$ cat src/rtl/rs_sched_pkg.sv
// Shared types and one-hot helpers for the reservation-station issue scheduler.
package rs_sched_pkg;

    // Helpers work on a fixed maximum width; callers zero-extend and slice.
    localparam int MAX_RS    = 32;
    localparam int MAX_IDX_W = 5;

    typedef enum logic {
        OPEN    = 1'b0,
        BLOCKED = 1'b1
    } sched_state_t;

    // Keep only the lowest set bit (all zeros if none set).
    function automatic logic [MAX_RS-1:0] onehot_lowest(input logic [MAX_RS-1:0] vec);
        logic [MAX_RS-1:0] oh;
        oh = '0;
        for (int i = MAX_RS - 1; i >= 0; i--) begin
            if (vec[i]) begin
                oh    = '0;
                oh[i] = 1'b1;
            end
        end
        return oh;
    endfunction

    // Binary index of a one-hot vector (0 when empty).
    function automatic logic [MAX_IDX_W-1:0] onehot_to_idx(input logic [MAX_RS-1:0] vec);
        logic [MAX_IDX_W-1:0] idx;
        idx = '0;
        for (int i = 0; i < MAX_RS; i++) begin
            if (vec[i]) idx = idx | MAX_IDX_W'(i);
        end
        return idx;
    endfunction

endpackage

$ cat src/rtl/rs_age_matrix.sv
// Age matrix: older[i][j] = 1 means station i was allocated before station j.
// Picks the oldest ready candidate.
module rs_age_matrix
    import rs_sched_pkg::*;
#(
    parameter int NUM_RS = 4
) (
    input  logic              clk,
    input  logic              clear,
    input  logic [NUM_RS-1:0] alloc,
    input  logic [NUM_RS-1:0] busy,
    input  logic [NUM_RS-1:0] cand,
    output logic [NUM_RS-1:0] winner
);

    logic [NUM_RS-1:0][NUM_RS-1:0] older;
    logic [NUM_RS-1:0]             no_older;
    logic [MAX_RS-1:0]             pick;
    logic                          unused_pick;

    // New slot is younger than every busy slot; its own row starts empty.
    always_ff @(posedge clk) begin
        if (clear) begin
            older <= '0;
        end else begin
            for (int r = 0; r < NUM_RS; r++) begin
                for (int c = 0; c < NUM_RS; c++) begin
                    if (alloc[r])
                        older[r][c] <= 1'b0;
                    else if (alloc[c] && busy[r])
                        older[r][c] <= 1'b1;
                end
            end
        end
    end

    // A candidate wins when no other candidate is older than it.
    always_comb begin
        no_older = cand;
        for (int w = 0; w < NUM_RS; w++) begin
            for (int j = 0; j < NUM_RS; j++) begin
                if (cand[j] && older[j][w]) no_older[w] = 1'b0;
            end
        end
    end

    // Guard keeps the grant one-hot even if stale state ever produced a tie.
    assign pick        = onehot_lowest(MAX_RS'(no_older));
    assign winner      = pick[NUM_RS-1:0];
    assign unused_pick = ^pick;

endmodule

$ cat src/rtl/rs_issue_scheduler.sv
// Reservation-station scheduler: lowest-free allocation, oldest-first issue,
// issue throttling for non-pipelined FUs, and flush on restore.
module rs_issue_scheduler
    import rs_sched_pkg::*;
#(
    parameter int NUM_RS    = 4,
    parameter int ISSUE_GAP = 1,
    parameter int GAP_W     = $clog2(ISSUE_GAP + 1)
) (
    input  logic                      clk_i,
    input  logic                      reset_i,
    input  logic                      needToRestore_i,
    input  logic                      decodeWriteEn_i,
    input  logic [NUM_RS-1:0]         rsBusy_i,
    input  logic [NUM_RS-1:0]         rsReady_i,
    input  logic                      fuReady_i,
    output logic [NUM_RS-1:0]         rsWriteEn_o,
    output logic                      decodeStall_o,
    output logic [NUM_RS-1:0]         rsStall_o,
    output logic                      issueValid_o,
    output logic [$clog2(NUM_RS)-1:0] issueIdx_o
);

    localparam int IDX_W = $clog2(NUM_RS);

    logic                 flush;
    logic [NUM_RS-1:0]    free;
    logic                 any_free;
    logic [MAX_RS-1:0]    alloc_ext;
    logic [NUM_RS-1:0]    alloc_vec;
    logic [NUM_RS-1:0]    cand;
    logic [NUM_RS-1:0]    winner;
    logic [MAX_IDX_W-1:0] win_idx;
    logic                 issue;
    logic                 unused_bits;
    sched_state_t         state, state_nxt;
    logic [GAP_W-1:0]     cnt, cnt_nxt;

    assign flush    = reset_i | needToRestore_i;

    // Allocation: lowest idle station takes the decoded op. An issuing
    // station is still busy, so it only becomes allocatable next cycle.
    assign free          = ~rsBusy_i;
    assign any_free      = |free;
    assign alloc_ext     = onehot_lowest(MAX_RS'(free));
    assign alloc_vec     = (decodeWriteEn_i && any_free && !flush) ? alloc_ext[NUM_RS-1:0] : '0;
    assign rsWriteEn_o   = alloc_vec;
    assign decodeStall_o = decodeWriteEn_i & ~any_free & ~flush;

    assign cand = rsReady_i & rsBusy_i;

    rs_age_matrix #(.NUM_RS(NUM_RS)) u_age (
        .clk    (clk_i),
        .clear  (flush),
        .alloc  (alloc_vec),
        .busy   (rsBusy_i),
        .cand   (cand),
        .winner (winner)
    );

    assign win_idx      = onehot_to_idx(MAX_RS'(winner));
    assign issue        = (|cand) & fuReady_i & (state == OPEN) & ~flush;
    assign issueValid_o = issue;
    assign issueIdx_o   = issue ? win_idx[IDX_W-1:0] : '0;
    assign rsStall_o    = issue ? ~winner : '1;
    assign unused_bits  = ^{alloc_ext, win_idx};

    // Throttle state register; flush reopens issue immediately.
    always_ff @(posedge clk_i) begin
        if (reset_i || needToRestore_i) begin
            state <= OPEN;
            cnt   <= '0;
        end else begin
            state <= state_nxt;
            cnt   <= cnt_nxt;
        end
    end

    // After an issue, hold off ISSUE_GAP-1 cycles before the next one.
    always_comb begin
        state_nxt = state;
        cnt_nxt   = cnt;
        case (state)
            OPEN: begin
                if (issue && ISSUE_GAP > 1) begin
                    state_nxt = BLOCKED;
                    cnt_nxt   = GAP_W'(ISSUE_GAP - 1);
                end
            end
            BLOCKED: begin
                if (cnt <= GAP_W'(1)) begin
                    cnt_nxt   = '0;
                    state_nxt = OPEN;
                end else begin
                    cnt_nxt = cnt - GAP_W'(1);
                end
            end
            default: begin
                state_nxt = OPEN;
                cnt_nxt   = '0;
            end
        endcase
    end

endmodule
$ cat config.mk
export PLATFORM = sky130hd
export DESIGN_NAME = rs_issue_scheduler
export DESIGN_NICKNAME = d
export VERILOG_FILES = /design/src/rtl/rs_sched_pkg.sv /design/src/rtl/rs_age_matrix.sv /design/src/rtl/rs_issue_scheduler.sv
export SDC_FILE = /design/constraint.sdc
export NUM_CORES = 1
export LEC_CHECK = 0
export ABC_AREA = 1
export CORE_MARGIN = 4
export CORE_UTILIZATION = 51
export CTS_BUF_LIST = sky130_fd_sc_hd__clkbuf_4 sky130_fd_sc_hd__clkbuf_8
export DETAILED_ROUTE_END_ITERATION = 12
export PLACE_DENSITY = 0.9
export SYNTH_ARGS = -nofsm -noshare
export SYNTH_HDL_FRONTEND = slang
export SYNTH_SLANG_ARGS = --single-unit
$ cat constraint.sdc
create_clock -name clk_i -period 3.1 [get_ports clk_i]
set_input_delay 0.465 -clock clk_i [delete_from_list [all_inputs] [get_ports clk_i]]
set_output_delay 0.465 -clock clk_i [all_outputs]
set_load 0.03 [all_outputs]
# Word-level counts from Yosys, hierarchy flattened

Index checks and enable logic that the tools add are counted.

Input bits: 13
Register bits: 18

Reduce and logical (&&, ||, !) cells: 43
Bitwise operators: 12
Magnitude comparators: 1
$add $sub $neg: 1
Multiplexer cells: 32

Operators with widths:

| kind                                                  | number |
|---|---|
| 4-bit 2-to-1 mux                                      | 10 |
| 1-bit logical AND                                     | 34 |
| 1-bit 2-to-1 mux                                      | 19 |
| 2-bit OR reduction                                    | 5 |
| 4-bit NOT                                             | 2 |
| 4-bit OR reduction                                    | 2 |
| 2-bit 2-to-1 mux                                      | 3 |
| 1-bit bitwise AND                                     | 5 |
| 4-bit bitwise AND                                     | 1 |
| 1-bit NOT                                             | 3 |
| 1-bit less-or-equal comparator, second input constant | 1 |
| 1-bit logical NOT                                     | 1 |
| 1-bit logical OR                                      | 1 |
| 1-bit OR                                              | 1 |
| 1-bit subtractor, second input constant               | 1 |

# Depth between registers and ports, before layout

Gate-level depths: netlist of run 1.

Depth in word-level cells: 14
Mapped depth: 8
Mapped depth without buffers: 8

# Hierarchy

A second synthesis of run 1 with hierarchy kept.

Cells, all modules: 147
Area, all modules: 884.6 sq um

Modules (own cells, without submodules):

| module             | sequential area each (sq um) | instances | cells each | area an instance (sq um) |
|---|---|---|---|---|
| rs_age_matrix      | 320.3                        | 1         | 112        | 716.9 |
| rs_issue_scheduler | 0.0                          | 1         | 35         | 167.7 |

# Worst setup path before layout of run 1

Ideal clock, no wire load.

Path type: input -> output
Start point: input rsBusy_i[2]
End point: output issueIdx_o[1]
Arrival: 1570 ps
Cell stages on the path: 7
Data required time: 2635 ps
Buffers on the path: 1
Setup slack: 1065 ps
Cells stage by stage: buf_4 > nand2_1 > nor2_1 > nand2_1 > nor2_1 > nand3_1 > nand2_1

Longest elaborated chain between the ends: 11
Elaborated cells between the ends (all ways): 26
Those cells by class: mux: 17; bitwise: 4; reduce/logical: 5

Ends and longest elaborated chain:

| element                       | RTL line                 | RTL |
|---|---|---|
| start: declaration            | rs_issue_scheduler.sv:14 | `input logic [NUM_RS-1:0] rsBusy_i,` |
| 4-bit bitwise AND *           | rs_issue_scheduler.sv:50 | `assign cand = rsReady_i & rsBusy_i;` |
| 1-bit 2-to-1 mux (4 in a row) | rs_age_matrix.sv:42      | `if (cand[j] && older[j][w]) no_older[w] = 1'b0;` |
| 4-bit 2-to-1 mux (3 in a row) | rs_sched_pkg.sv:18       | `if (vec[i]) begin` |
| 2-bit 2-to-1 mux (2 in a row) | rs_sched_pkg.sv:31       | `if (vec[i]) idx = idx \| MAX_IDX_W'(i);` |
| 2-bit 2-to-1 mux *            | rs_issue_scheduler.sv:64 | `assign issueIdx_o = issue ? win_idx[IDX_W-1:0] : '0;` |
| end: declaration              | rs_issue_scheduler.sv:21 | `output logic [$clog2(NUM_RS)-1:0] issueIdx_o` |

Mark *: on every way between the ends. The rest lies on a longest branch, timed or not.

# Worst setup path after layout of run 1

Start point: input rsBusy_i[2]
End point: output rsStall_o[3]

Longest elaborated chain between the ends: 10
Elaborated cells between the ends (all ways): 25
Those cells by class: mux: 15; bitwise: 5; reduce/logical: 5

Ends and longest elaborated chain:

| element                                               | RTL line                                | RTL |
|---|---|---|
| 4-bit bitwise AND *                                   | rs_issue_scheduler.sv:50                |  |
| 1-bit 2-to-1 mux or 1-bit logical AND (tied branches) | rs_age_matrix.sv:42                     |  |
| 1-bit 2-to-1 mux (2 in a row)                         | rs_age_matrix.sv:42                     |  |
| 1-bit 2-to-1 mux or 4-bit 2-to-1 mux (tied branches)  | rs_age_matrix.sv:42, rs_sched_pkg.sv:18 |  |
| 4-bit 2-to-1 mux (3 in a row)                         | rs_sched_pkg.sv:18                      |  |
| 4-bit NOT                                             | rs_issue_scheduler.sv:65                | `assign rsStall_o = issue ? ~winner : '1;` |
| 4-bit 2-to-1 mux *                                    | rs_issue_scheduler.sv:65                |  |
| end: declaration                                      | rs_issue_scheduler.sv:19                | `output logic [NUM_RS-1:0] rsStall_o,` |

Marks and branches as above.

==> results_dict.tcl, run 1 <==
set metrics [dict create \
    drv_slew 0 \
    cts_buffers 3 \
    status "finished clean" \
    syn_nets 148 \
    rrSetupSlack_ps 2450 \
    layout-drive-gt1-share_pct 5.63 \
    skew_ps 0 \
    critPathArrivalTime_ps 2470 \
    die_w_um 48.7 \
    yosysTopAreaCell "dfxtp_1" \
    wire_per_inst_um 11.9 \
    setup-tns-final_ps 0 \
    die_area_sq_mm 0.00237 \
    yosysWarnings 0 \
    clk_pin_slew_worst_paths_ps 80 \
    worstPathRequired_ps 2630 \
    grt_pass1_wl_um 3570 \
    hold_path.class "register to register" \
    finalCritPeriodShare_pct 94.5 \
    async_reset_ff_share_pct 0 \
    die_h_um 48.7 \
    clkLatencyLatePin_ps 280 \
    cts_tree "done" \
    ant_nets 0 \
    cts_setup_buffers 0 \
    ys_seq_area_share_pct 37.9 \
    slew_headroom_pct 77.8 \
    dp_hpwl_um 1710 \
    syn_to_final_growth_pct 31.7 \
    crit_type "input port to output pin" \
    netlist_area_sq_um 845 \
    reg.largest.list "u_age.older x16" \
    top_register "u_age.older" \
    fin_util_pct 72.2 \
    max_freq_mhz 341 \
    cts-root-buf "clkbuf_4" \
    synthFlopType "dfxtp_1" \
    hold_viol_final 0 \
    grt_max_degree 9 \
    final_cell_mix "nor2_1, inv_1, nand2_1, clkdlybuf4s50_1" \
    largest_reg_flops 16 \
    min_period_ps 2930 \
    place_congestion 0.862 \
    drt_iter0_drc 24 \
    dp_cells 173 \
    grt_pass1_vias 859 \
    drc_errors 0 \
    grt-ovfl-total 0 \
    worst_ir_drop_vdd_v 0.000252 \
    numPortBuffers 24 \
    core-area_sq_mm 0.00154 \
    num_rows 14 \
    setup_viol_count_final 0 \
    fillCellCount 133 \
    worstMarginPinSlew_ps 332 \
    via_count 885 \
    instances_no_fill 176 \
    grt_antenna_before_repair 0 \
    n_antenna_cell 0 \
    rsz0062_at_grt "false" \
    synth_area_leaders "dfxtp_1, nor2_1, inv_1, nand2_1, nand3_1" \
    synth_top_area_share_pct 37.9 \
    fin_nets 175 \
    clk_path_buf_depth 2 \
    initial_core_util_pct 54.8 \
    h-tree-depth 1 \
    design.portCount 25 \
    crit_fanout 8 \
    post_synth_num_cell_types 17 \
    syn_inst 135 \
    power_density_mw_per_mm2 336 \
    avgSynthCellArea_sq_um 6.26 \
    cp-end-kind "output pin" \
    holdBufCountCts 0 \
    clkSinkCount 16 \
    cts_resized 0 \
    p_leak_nw 0.508 \
    cp-start-kind "input port" \
    synth-edff-count 0 \
    layout_commonest_cell "nor2_1" \
    wl_um 2090 \
    drt_pass1_iterations 4 \
    cap_violations 0 \
    grt_util_all_layers_pct 18.8 \
    vias_per_cell 5.03 \
    ys_ff_latch 16 \
]
## path summary, 6_finish.rpt
path | start | to | depth (start not counted)
setup / recovery | rsBusy_i[2] | rsStall_o[3] | 8
hold / removal | u_age.older[0] | u_age.older[0] | 2
setup reg to reg | u_age.older[4] | u_age.older[4] | 3
hold reg to reg | u_age.older[0] | u_age.older[0] | 2
## worst max-delay path, cell delays in order
cell and delay (ps):
clkdlybuf4s50_1 630, nand2_1 140, nor2_1 130, nand2_1 60, nor2_1 150, nor2_1 90
nand3_1 120, clkdlybuf4s50_1 680
## per-layer routing
| metal | vias up | wire length (um) | GRT usage [%] |
|---|---|---|---|
| li1 | 460 | - | - |
| met1 | 383 | 810 | 20.2 |
| met2 | 34 | 1080 | 33.3 |
| met3 | 8 | 153 | 7.36 |
| met4 | 0 | 51 | 5.83 |
| met5 | - | 0 | 0 |
## logic make-up (layout without fill, tap and decap cells)
kind of cell | after synthesis | count (layout) | share of synthesized area (%)
buf+inv | 30 | 55 | 14.7
simple gates | 80 | 80 | 41.3
flops | 16 | 16 | 37.9
compound gates | 9 | 9 | 6.07
## power breakdown
part | switching, mW | internal [mW]
Sequential | 0.000444 | 0.206
Clock | 0.0596 | 0.0452
Combinational | 0.0358 | 0.0262
Total | 0.0958 | 0.277
## through the flow
step           power, mW  hold slack [ps]  setup slack, ps  instance area [sq um]
3_5_place_dp       0.273              424              180                   1090
6_report           0.373              440              169                   1110
3_3_place_gp       0.271              425              224                   1090
2_1_floorplan      0.245              409             1060                    845
5_1_grt            0.391              454             36.8                   1110
4_1_cts            0.377              438              182                   1110
## synth_stat cells, types with 3 or more instances
cell type  instances
nand2_1           26
nand3_1           16
nor2_1            32
a21oi_1            6
buf_4              3
inv_1             26
dfxtp_1           16
## area by class of cell
class | instances | area [sq um] | share of cell area (%)
multi-input combinational | 89 | 400 | 36.0
sequential | 16 | 320 | 28.8
timing repair buffer | 25 | 248 | 22.3
inverter | 27 | 101 | 9.11
clock buffer | 3 | 22.5 | 2.02
tap | 16 | 20.0 | 1.80
Power figures use the tool's default switching activity.
==> inputs of run 2 (changes only) <==
- CELL_PAD_IN_SITES_DETAIL_PLACEMENT: default -> 1
- CELL_PAD_IN_SITES_GLOBAL_PLACEMENT: default -> 2
- CORE_UTILIZATION: 51 -> 26
==> results_dict.tcl, run 2 (synthesis results as in run 1) <==
set metrics [dict create \
    status "finished clean" \
    cap_violations 0 \
    cp-start-kind "input port" \
    critPathArrivalTime_ps 2430 \
    design.portCount 25 \
    drv_slew 0 \
    drc_errors 0 \
    place_congestion 0.763 \
    cts_buffers 3 \
    ant_nets 0 \
    h-tree-depth 1 \
    clkSinkCount 16 \
    dp_hpwl_um 2190 \
    hold_path.class "register to register" \
    cts_resized 0 \
    num_rows 20 \
    final_cell_mix "nor2_1, inv_1, nand2_1, clkdlybuf4s50_1" \
    clkLatencyLatePin_ps 290 \
    finalCritPeriodShare_pct 93.5 \
    min_period_ps 2900 \
    cts_setup_buffers 0 \
    largest_reg_flops 16 \
    cts-root-buf "clkbuf_4" \
    cp-end-kind "output pin" \
    crit_fanout 8 \
    postLayoutCellArea_sq_mm 0.00118 \
    die_w_um 65.0 \
    drt_pass1_iterations 4 \
    power_density_mw_per_mm2 352 \
    n_antenna_cell 0 \
    worstPathRequired_ps 2630 \
    core-area_sq_mm 0.00308 \
    fillCellCount 422 \
    vias_per_cell 4.35 \
    p_leak_nw 0.526 \
    multi_input_area_sq_um 400 \
    cpMaxStageDelayCell "clkdlybuf4s50_1" \
    postPlaceCellArea_sq_mm 0.00114 \
    initial_core_util_pct 27.4 \
    grt_pass1_wl_um 4380 \
    grt_max_degree 10 \
    syn_to_final_growth_pct 39.3 \
    layout-drive-gt1-share_pct 7.36 \
    max_stage_delay_ps 670 \
    max_freq_mhz 345 \
    crit_path_cell_trace "clkdlybuf4s50_1 -> nand2_1 -> nor2_1 -> nand2_1 -> nor2_1 -> nand3_1 -> nand2_1 -> clkdlybuf4s50_1" \
    die_h_um 65.0 \
    crit_top_cell "nand2_1" \
    seqCellArea_sq_um 320 \
    cts_tree "done" \
    grt-ovfl-total 0 \
    holdBufCountCts 0 \
    crit_type "input port to output pin" \
    fin_nets 177 \
    clk_path_buf_depth 2 \
    clk_pin_slew_worst_paths_ps 100 \
    top_register "u_age.older" \
    reg.largest.list "u_age.older x16" \
    worst_ir_drop_vdd_v 0.000240 \
    via_count 900 \
    numPortBuffers 24 \
    grt_antenna_before_repair 0 \
    wl_um 2520 \
    setup-tns-final_ps 0 \
    grt_util_all_layers_pct 13.6 \
    skew_ps 0 \
    worstMarginPinSlew_ps 323 \
    setup_viol_count_final 0 \
    drt_iter0_drc 39 \
    rsz0062_at_grt "false" \
    slew_headroom_pct 78.4 \
    wire_per_inst_um 12.2 \
    die_area_sq_mm 0.00422 \
    grt_pass1_vias 957 \
    hold_viol_final 0 \
    layout_commonest_cell "nor2_1" \
]
## run 2: cell count changes in the layout (fill, tap and decap cells not counted)
| cell | previous run | this run |
|---|---|---|
| buf_4 | 1 | 3 |
| clkbuf_8 | 0 | 1 |
## run 2: power by group
group / total (mW) / leakage (nW) / switching, mW / internal (mW)
logic: 0.0646 / 0.376 / 0.0375 / 0.0271
clock network: 0.142 / 0.0210 / 0.0708 / 0.0715
registers: 0.207 / 0.129 / 0.000400 / 0.206
total: 0.414 / 0.526 / 0.109 / 0.305
## run 2: cell type report
cell class	instances	share of cell area [%]
multi-input cells	89	34.0
flip-flops and latches	16	27.2
repair buffers	27	22.3
well taps	44	4.68
inverters	27	8.62
clock buffers	4	3.09
## run 2: final timing paths
| path | start | to | slack, ps | depth (start not counted) |
|---|---|---|---|---|
| setup / recovery | rsBusy_i[2] | issueIdx_o[1] | 200 | 8 |
| hold / removal | u_age.older[15] | u_age.older[15] | 440 | 2 |
| setup reg to reg | u_age.older[4] | u_age.older[4] | 2450 | 3 |
| hold reg to reg | u_age.older[15] | u_age.older[15] | 440 | 2 |
## run 2: routing by layer
metal  track usage, %  up-vias  part of all wire, %
li1                 -      466                    -
met1             16.1      417                   43
met2             24.6       17                   51
met3             4.68        0                  5.0
met4            0.792        0                    0
met5                0        -                    0
## run 2: per-stage QoR
stage          total power, mW  util, %  setup WS, ps  cells  hold WS, ps
2_1_floorplan            0.245        -          1060    135          409
3_3_place_gp             0.275     37.0           259    203          419
3_5_place_dp             0.276     37.0           193    203          435
4_1_cts                  0.418     38.2           187    207          450
5_1_grt                  0.433     38.2          52.5    207          475
6_report                 0.414     38.2           203    207          444
## run 2: critical path: cells and delay by family
family	cells	cell delay, ps
buffers and inverters	2	1280
and+or+nand+nor	6	670
==> inputs of run 3 (changes only) <==
- PLACE_DENSITY: 0.9 -> default
- PLACE_DENSITY_LB_ADDON: default -> 0.1
- SLEW_MARGIN: default -> 20
==> results_dict.tcl, run 3 (synthesis results as in run 1) <==
set metrics [dict create \
    power_frac_comb_pct 15.7 \
    drc_errors 0 \
    cts-root-buf "clkbuf_4" \
    fin_nets 177 \
    via_count 863 \
    slew_headroom_pct 78.5 \
    cpMaxStageDelayCell "clkdlybuf4s50_1" \
    setup-tns-final_ps 0 \
    switchingPower_mw 0.106 \
    hold_path.class "register to register" \
    n_antenna_cell 0 \
    multi_input_area_sq_um 400 \
    ant_nets 0 \
    grt_max_degree 10 \
    drt_pass1_iterations 4 \
    grt_util_all_layers_pct 13.2 \
    drv_slew 0 \
    crit_type "input port to output pin" \
    instances_no_fill 207 \
    die_h_um 65.0 \
    p_clk_share_pct 34.0 \
    top_register "u_age.older" \
    place_congestion 0.744 \
    wl_um 2530 \
    numPortBuffers 24 \
    grt-ovfl-total 0 \
    clk_pin_slew_worst_paths_ps 100 \
    vias_per_cell 4.17 \
    whs_path_depth 2 \
    setup_viol_count_final 0 \
    final_cell_mix "nor2_1, inv_1, nand2_1, clkdlybuf4s50_1" \
    num_rows 20 \
    p_leak_nw 0.526 \
    layout-drive-gt1-share_pct 7.36 \
    syn_to_final_growth_pct 39.3 \
    die_area_sq_mm 0.00422 \
    cp-start-kind "input port" \
    intPower_mw 0.305 \
    core-area_sq_mm 0.00308 \
    h-tree-depth 1 \
    worst_ir_drop_vdd_v 0.000128 \
    dp_hpwl_um 2170 \
    wire_per_inst_um 12.2 \
    status "finished clean" \
    clk_path_buf_depth 2 \
    crit_fanout 8 \
    grt_antenna_before_repair 0 \
    cts_buffers 3 \
    top_layer "met4" \
    initial_core_util_pct 27.4 \
    reg2reg_depth 3 \
    worstPathRequired_ps 2630 \
    crit_path_cell_trace "clkdlybuf4s50_1 -> nand2_1 -> nor2_1 -> nand2_1 -> nor2_1 -> nor2_2 -> inv_1 -> or2_1 -> clkdlybuf4s50_1" \
    holdBufCountCts 0 \
    cts_resized 0 \
    fillCellCount 418 \
    cts_setup_buffers 0 \
    dr_wl_met3_um 81 \
    cp-end-kind "output pin" \
    critPathArrivalTime_ps 2410 \
    route.layer.met1.wl_um 1230 \
    min_period_ps 2880 \
    power_frac_seq_pct 50.3 \
    reg.largest.list "u_age.older x16" \
    skew_ps 0 \
    power_density_mw_per_mm2 349 \
    finalCritPeriodShare_pct 92.8 \
    dp_cells 203 \
    layout_commonest_cell "nor2_1" \
    design.portCount 25 \
    die_w_um 65.0 \
    hold_viol_final 0 \
    max_stage_delay_ps 660 \
    grt_pass1_wl_um 4230 \
    rsz0062_at_grt "false" \
    grt_pass1_vias 947 \
    max_freq_mhz 348 \
    clkLatencyLatePin_ps 290 \
    clkSinkCount 16 \
    cap_violations 0 \
    seqCellArea_sq_um 320 \
    drt_iter0_drc 37 \
    largest_reg_flops 16 \
    switching_share_pct 25.8 \
    wl_met2_um 1200 \
    worstMarginPinSlew_ps 322 \
    cts_tree "done" \
]
-- run 3: critical path, delay by kind of cell --
family                 cells  cell delay [ps]
and+or+nand+nor            6              600
buffers and inverters      3             1350
-- run 3: area by class of cell --
type,count,share of cell area (%)
Timing Repair Buffer,27,22.3
Tap cell,44,4.68
Clock buffer,4,3.09
Multi-Input combinational cell,89,34.0
Inverter,27,8.62
Sequential cell,16,27.2
-- run 3: worst paths after layout --
| path | from | to | slack, ps |
|---|---|---|---|
| max | rsBusy_i[0] | rsStall_o[1] | 220 |
| min reg2reg | u_age.older[0] | u_age.older[0] | 440 |
| min | u_age.older[0] | u_age.older[0] | 440 |
| max reg2reg | u_age.older[4] | u_age.older[4] | 2450 |
-- run 3: layer usage --
layer	track usage, %	vias to the layer above
met5	0	-
met4	4.75	0
met3	3.12	2
met2	22.6	15
met1	16.1	385
li1	-	461
-- run 3: power groups by stage --
stage               Combinational, mW  Clock [mW]  Sequential (mW)
floorplan                      0.0335           0            0.211
CTS                            0.0655       0.149            0.207
global placement               0.0641           0            0.211
global route                   0.0715       0.162            0.207
finish                         0.0645       0.140            0.207
detailed placement             0.0652           0            0.211
-- run 3: through the flow --
step                      util [%]  hold WS (ps)  area (sq um)  power (mW)  setup WS, ps
after global placement        37.0           423          1140       0.275           252
after floorplan                  -           409           845       0.245          1060
after global routing          38.2           471          1180       0.440          47.4
after detailed placement      37.0           426          1140       0.277           220
after CTS                     38.2           444          1180       0.421           215
final                         38.2           441          1180       0.411           223
